==> src/rtl/alu_cmd_issuer.sv <==
// -----------------------------------------------------------------------------
// alu_cmd_issuer
//   Front-end issuer for a registered ALU. Commands from an upstream master are
//   queued in a small FIFO. One command at a time is driven onto the ALU inputs.
//   The issuer waits ALU_LATENCY edges, captures the ALU result and returns it
//   with its opcode on a valid/ready response port. Responses are returned in
//   command order, and the result is passed through unmodified.
//
// Parameters
//   OPCODE_SIZE  opcode width (func / cmd_func / rsp_func)
//   DATA_SIZE    operand and result width
//   ALU_LATENCY  edges from stable ALU inputs to valid alu_dataOut (>= 1)
//   FIFO_DEPTH   command queue entries (power of two, >= 2)
//
// Ports
//   clk, rst_n                   rising-edge clock, synchronous active-low reset
//   cmd_valid/cmd_ready          command handshake; cmd_ready = rst_n & !full
//   cmd_func/cmd_data1/cmd_data2 command payload
//   alu_func/alu_data1/alu_data2 registered ALU inputs, held until next issue
//   alu_dataOut                  ALU result
//   rsp_valid/rsp_ready          response handshake (rsp_valid registered)
//   rsp_data/rsp_func            captured result and the opcode that made it
//   busy                         FSM not idle or queue not empty
//
// Configuration
//   ALU_ISSUE_STATS_EN  when defined, adds saturating counters:
//     stat_issued[15:0]  +1 per command issued to the ALU
//     stat_stall[15:0]   +1 per cycle with rsp_valid & !rsp_ready
// -----------------------------------------------------------------------------
module alu_cmd_issuer #(
  parameter int OPCODE_SIZE = 3,
  parameter int DATA_SIZE   = 8,
  parameter int ALU_LATENCY = 1,
  parameter int FIFO_DEPTH  = 4
) (
  input  logic                   clk,
  input  logic                   rst_n,
  input  logic                   cmd_valid,
  output logic                   cmd_ready,
  input  logic [OPCODE_SIZE-1:0] cmd_func,
  input  logic [DATA_SIZE-1:0]   cmd_data1,
  input  logic [DATA_SIZE-1:0]   cmd_data2,
  output logic [OPCODE_SIZE-1:0] alu_func,
  output logic [DATA_SIZE-1:0]   alu_data1,
  output logic [DATA_SIZE-1:0]   alu_data2,
  input  logic [DATA_SIZE-1:0]   alu_dataOut,
  output logic                   rsp_valid,
  input  logic                   rsp_ready,
  output logic [DATA_SIZE-1:0]   rsp_data,
  output logic [OPCODE_SIZE-1:0] rsp_func,
  output logic                   busy
`ifdef ALU_ISSUE_STATS_EN
  ,
  output logic [15:0]            stat_issued,
  output logic [15:0]            stat_stall
`endif
);

  localparam int PTR_W  = $clog2(FIFO_DEPTH);
  localparam int FCNT_W = PTR_W + 1;
  localparam int CNT_W  = $clog2(ALU_LATENCY + 1);

  typedef struct packed {
    logic [OPCODE_SIZE-1:0] func;
    logic [DATA_SIZE-1:0]   data1;
    logic [DATA_SIZE-1:0]   data2;
  } cmd_t;

  typedef enum logic [1:0] {
    S_IDLE,
    S_WAIT,
    S_RESP
  } state_t;

  state_t state, state_nxt;

  cmd_t              fifo_mem [FIFO_DEPTH];
  logic [PTR_W-1:0]  wr_ptr, rd_ptr;
  logic [FCNT_W-1:0] fifo_count;
  logic              fifo_full, fifo_empty;
  logic              push, pop, capture;
  logic [CNT_W-1:0]  cnt;
  cmd_t              head;

  assign fifo_full  = (fifo_count == FCNT_W'(FIFO_DEPTH));
  assign fifo_empty = (fifo_count == '0);
  assign head       = fifo_mem[rd_ptr];

  // Ready depends on the registered full flag only, so a pop in the same
  // cycle never opens a slot for a push into a full queue.
  assign cmd_ready = rst_n & !fifo_full;
  assign push      = cmd_valid & cmd_ready;
  assign busy      = (state != S_IDLE) | !fifo_empty;

  // NOTE: storage array has no reset; writes are gated by cmd_ready, which is
  // low during reset, and entries are only read after being written.
  always_ff @(posedge clk) begin
    if (push) fifo_mem[wr_ptr] <= '{func: cmd_func, data1: cmd_data1, data2: cmd_data2};
  end

  // NOTE: sequential state uses non-blocking assignments so every register
  // samples pre-edge values regardless of statement order.
  always_ff @(posedge clk) begin
    if (!rst_n) begin
      wr_ptr     <= '0;
      rd_ptr     <= '0;
      fifo_count <= '0;
    end else begin
      if (push) wr_ptr <= wr_ptr + PTR_W'(1);
      if (pop)  rd_ptr <= rd_ptr + PTR_W'(1);
      case ({push, pop})
        2'b10:   fifo_count <= fifo_count + FCNT_W'(1);
        2'b01:   fifo_count <= fifo_count - FCNT_W'(1);
        default: fifo_count <= fifo_count;
      endcase
    end
  end

  always_ff @(posedge clk) begin
    if (!rst_n) state <= S_IDLE;
    else        state <= state_nxt;
  end

  // NOTE: every signal gets a default first so no path infers a latch.
  always_comb begin
    state_nxt = state;
    pop       = 1'b0;
    capture   = 1'b0;
    unique case (state)
      S_IDLE: begin
        if (!fifo_empty) begin
          pop       = 1'b1;
          state_nxt = S_WAIT;
        end
      end
      S_WAIT: begin
        if (cnt == '0) begin
          capture   = 1'b1;
          state_nxt = S_RESP;
        end
      end
      S_RESP: begin
        // rsp_valid is always high in this state
        if (rsp_ready) state_nxt = S_IDLE;
      end
      default: state_nxt = S_IDLE;
    endcase
  end

  always_ff @(posedge clk) begin
    if (!rst_n) begin
      alu_func  <= '0;
      alu_data1 <= '0;
      alu_data2 <= '0;
      rsp_func  <= '0;
      rsp_data  <= '0;
      rsp_valid <= 1'b0;
      cnt       <= '0;
    end else begin
      if (pop) begin
        alu_func  <= head.func;
        alu_data1 <= head.data1;
        alu_data2 <= head.data2;
        rsp_func  <= head.func;
        cnt       <= CNT_W'(ALU_LATENCY);
      end else if (state == S_WAIT && cnt != '0) begin
        cnt <= cnt - CNT_W'(1);
      end

      if (capture) begin
        rsp_data  <= alu_dataOut;
        rsp_valid <= 1'b1;
      end else if (state == S_RESP && rsp_ready) begin
        rsp_valid <= 1'b0;
      end
    end
  end

`ifdef ALU_ISSUE_STATS_EN
  always_ff @(posedge clk) begin
    if (!rst_n) begin
      stat_issued <= '0;
      stat_stall  <= '0;
    end else begin
      if (pop && stat_issued != 16'hFFFF) stat_issued <= stat_issued + 16'd1;
      if (rsp_valid && !rsp_ready && stat_stall != 16'hFFFF) stat_stall <= stat_stall + 16'd1;
    end
  end
`endif

endmodule

==> config.mk <==
export PLATFORM = sky130hd
export DESIGN_NAME = alu_cmd_issuer
export DESIGN_NICKNAME = d
export VERILOG_FILES = /design/src/rtl/alu_cmd_issuer.sv
export SDC_FILE = /design/constraint.sdc
export NUM_CORES = 1
export LEC_CHECK = 0
export ABC_AREA = 1
export CAP_MARGIN = 10
export CORE_UTILIZATION = 50
export CTS_BUF_LIST = sky130_fd_sc_hd__clkbuf_4 sky130_fd_sc_hd__clkbuf_8 sky130_fd_sc_hd__clkbuf_16
export CTS_CLUSTER_DIAMETER = 200
export CTS_CLUSTER_SIZE = 10
export DETAILED_ROUTE_END_ITERATION = 10
export PLACE_DENSITY = 0.73
export REMOVE_ABC_BUFFERS = 1
export SETUP_SLACK_MARGIN = 0.2
export SLEW_MARGIN = 20
export SYNTH_ARGS = -nofsm -noshare
export SYNTH_HDL_FRONTEND = slang
export SYNTH_SLANG_ARGS = --single-unit
export TNS_END_PERCENT = 50
==> constraint.sdc <==
create_clock -name clk -period 3.2 [get_ports clk]
set_input_delay 0.32 -clock clk [delete_from_list [all_inputs] [get_ports clk]]
set_output_delay 0.32 -clock clk [all_outputs]
set_load 0.01 [all_outputs]
==> qor.csv <==
stage,metric,value,unit
route,ant_nets,0,
min_path,hp-class,reg2reg,
logic_synthesis,synth_cell_types,25,
worst_setup_path,cp_top_family,buffers and inverters,
die,initial_core_util,0.527,
logic_synthesis,synth-seq-cells,114,
sta,period_minus_slack,2.47,ns
logic_synthesis,ys_top_cells_by_area,"edfxtp_1 (46%), dfxtp_1 (15%), nand2_1 (11%)",
sta,skew,0.00775,ns
logic_synthesis,synth-seq-area-share,0.614,
worst_setup_path,crit_slowest_cell,clkdlybuf4s50_1,
die,core,0.00942,mm^2
logic_synthesis,synth.most_common_cell,nand2_1,
route,wire_per_inst,12.9,um
sta,fmax,0.405,GHz
place,dp_hpwl,5890,um
worst_setup_path,worst_r2r_startpoint,fifo_count[0],
pwr,power.leakage,2.77,nW
die,chipHeight,102,um
sta,hold_viol,0,
pwr,p_int,0.00383,W
grt,antenna_found_initial,0,
worst_setup_path,cp_max_fo,14,
clocking,clk_latency,0.51,ns
worst_setup_path,crit_path_start_kind,input pin,
route,top_layer,met4,
clocking,cts_made_buffers,17,
clocking,cts_tree,done,
sta,setup_viol,0,
logic_synthesis,synth_commonest_cells,"nand2_1 (143), inv_1 (116), edfxtp_1 (76)",
clocking,cts_hold_buf,0,
clocking,htreeDepth,4,
worst_setup_path,crit_end,cmd_ready,
die,die_w,102,um
worst_setup_path,crit_start,rst_n,
place,place.port_buffers,63,
grt,grt_max_degree,44,
pwr,power,0.00555,W
route,drc,0,
die,die-area,0.0103,mm^2
logic_synthesis,synth_top_flop_cell,edfxtp_1,
pwr,combPwrFrac,0.303,
clocking,ctsLongestPathBuffers,2,
logic_synthesis,synth.cell_area,0.00496,mm^2
worst_setup_path,r2r-end,fifo_count[2],
worst_setup_path,worst-path-buf-inv,3,
pwr,peakVddDrop,0.000411,V
sta,slew_viol_final,0,
grt,grt_usage,0.208,
route,wl_met3,576,um
sta,tightest_slew,0.769,ns
logic_synthesis,synth-edff-count,76,
layout,antenna_cells,0,
sta,holdWs,0.441,ns
layout,fill_cells,720,
logic_synthesis,syn-instance-count,538,
layout,drive_gt1_frac,0.0828,
sta,relSlewSlack,0.487,
layout,area_growth,25.8,%
logic_synthesis,avgSynthCellArea,9.21,um^2
grt,grt_pass1_vias,3505,
sta,min_period_over_period,0.771,
worst_setup_path,required,2.88,ns
route,via_count,3529,
route,drt_pass1_iterations,5,
clocking,clk_pin_slew,0.05,ns
layout,multi_input_area,0.00127,mm^2
pwr,p_sw_frac,0.310,
worst_setup_path,end_kind,output port,
pwr,pwr-share-clk,0.352,
grt,grt_pass1_wl,16100,um
route,viasPerCell,4.74,
route,wl_met1,3870,um
logic_synthesis,synth_area_leader_cell,edfxtp_1,
grt,overflow,0,
pwr,power_frac_seq,0.345,
worst_setup_path,cpPeakStageDelay,0.79,ns
die,ios,64,
route,routed_wl,9610,um
logic_synthesis,synth-async-reset-ratio,0,
worst_setup_path,ff2ff_setup_slack,0.95,ns
pwr,p_sw,0.00172,W
die,rows,35,
clocking,root_buffer,clkbuf_8,
layout,seq_area,0.00304,mm^2
pwr,pwr_density_cell,890,mW/mm^2
route,drt_iter0_drc,190,
sta,tns,0,ns
clocking,clkSinkCount,114,
logic_synthesis,yosysWarnings,0,
worst_setup_path,path_depth,4,
logic_synthesis,synth.top_cell.area_share,0.460,
clocking,cts_resized,0,
worst_setup_path,cp_common_cell,clkdlybuf4s50_1,
worst_setup_path,arrival,2.15,ns
place,place.gp.congestion,0.703,
route,dr_wl_met2,5080,um
sta,grt_setup_unrepaired,false,
run,cap_violations,0,
worst_setup_path,critical_path_class,in2out,
worst_setup_path,ff2ff_path_depth,10,
worst_setup_path,cp_cell_sequence,clkdlybuf4s50_1 -> inv_1 -> a21oi_1 -> clkdlybuf4s50_1,
layout,final_nets,640,
run_status,status,"finished, final reports clean",
clocking,post_cts_buffers,0,
## through the flow
| stage | instance area [um^2] | util | cells | setup WS, ns |
|---|---|---|---|---|
| 2_1_floorplan | 4750 | - | 513 | 1.27 |
| 3_3_place_gp | 5610 | 0.596 | 713 | 0.702 |
| 3_5_place_dp | 5610 | 0.596 | 713 | 0.599 |
| 4_1_cts | 6240 | 0.662 | 745 | 0.718 |
| 5_1_grt | 6240 | 0.662 | 745 | 0.617 |
| 6_report | 6240 | 0.662 | 745 | 0.732 |
## worst min-delay path by stage
stage | start | endpoint | slack [ns] | cells after the start
floorplan | cmd_data2[0] | fifo_mem[0][0] | 0.42 | 0
global placement | rsp_data[1] | rsp_data[1] | 0.43 | 2
detailed placement | rsp_data[7] | rsp_data[7] | 0.44 | 2
CTS | cmd_data1[0] | fifo_mem[1][8] | 0.44 | 1
global route | cmd_data1[0] | fifo_mem[2][8] | 0.45 | 1
finish | rsp_data[7] | rsp_data[7] | 0.44 | 2
## placed cells by master (no fill, tap or decap), drive strengths merged
| cell type | netlist | routed |
|---|---|---|
| a21oi | 16 | 16 |
| nand2 | 146 | 146 |
| nand4 | 1 | 1 |
| clkdlybuf4s50 | 0 | 63 |
| clkinv | 0 | 7 |
| nand3b | 2 | 2 |
| buf | 24 | 8 |
| fa | 1 | 1 |
| o21ai | 12 | 12 |
| bufinv | 0 | 5 |
| clkinvlp | 0 | 1 |
| inv | 118 | 118 |
| edfxtp | 76 | 76 |
| nor2 | 52 | 52 |
| ha | 5 | 5 |
| clkbuf | 1 | 19 |
| nand3 | 46 | 46 |
| dfxtp | 38 | 38 |
## layer usage
layer / vias up / track usage
met5: - / 0
met4: 0 / 0.0736
met3: 8 / 0.0600
met2: 91 / 0.375
met1: 1647 / 0.235
li1: 1783 / -
## flip-flops by register name (all words and copies together) (netlist names)
register and cells:
wr_ptr 2, state 2, cnt 1, rsp_valid 1, rsp_data 8, rd_ptr 2
rsp_func 3, fifo_mem 76, fifo_count 3, alu_data2 8, alu_data1 8
## cell type report
| class | count | area share |
|---|---|---|
| Clock buffer | 19 | 0.0698 |
| Clock inverter | 13 | 0.0303 |
| Inverter | 118 | 0.0714 |
| Multi-Input combinational cell | 281 | 0.204 |
| Sequential cell | 114 | 0.488 |
| Tap cell | 129 | 0.0259 |
| Timing Repair Buffer | 71 | 0.111 |
## power by group through the flow
stage / clock [W] / combinational (W) / sequential [W]
after CTS: 0.00199 / 0.00170 / 0.00191
after global placement: 0 / 0.00163 / 0.00193
final: 0.00196 / 0.00168 / 0.00191
after floorplan: 0 / 0.000899 / 0.00206
after detailed placement: 0 / 0.00168 / 0.00194
after global routing: 0.00205 / 0.00193 / 0.00194
## worst min-delay path: stages (launching register included)
cell and delay [ns]:
dfxtp_1 0.30, inv_1 0.04, a21oi_1 0.05
## cells by family (layout without fill, tap and decap cells)
| group | Yosys count | count (layout) | synth area share |
|---|---|---|---|
| compound gates | 28 | 28 | 0.0290 |
| fa+ha+maj | 6 | 6 | 0.0167 |
| buf+inv | 143 | 221 | 0.131 |
| flops | 114 | 114 | 0.614 |
| simple gates | 247 | 247 | 0.209 |
Power figures use the tool's default switching activity.
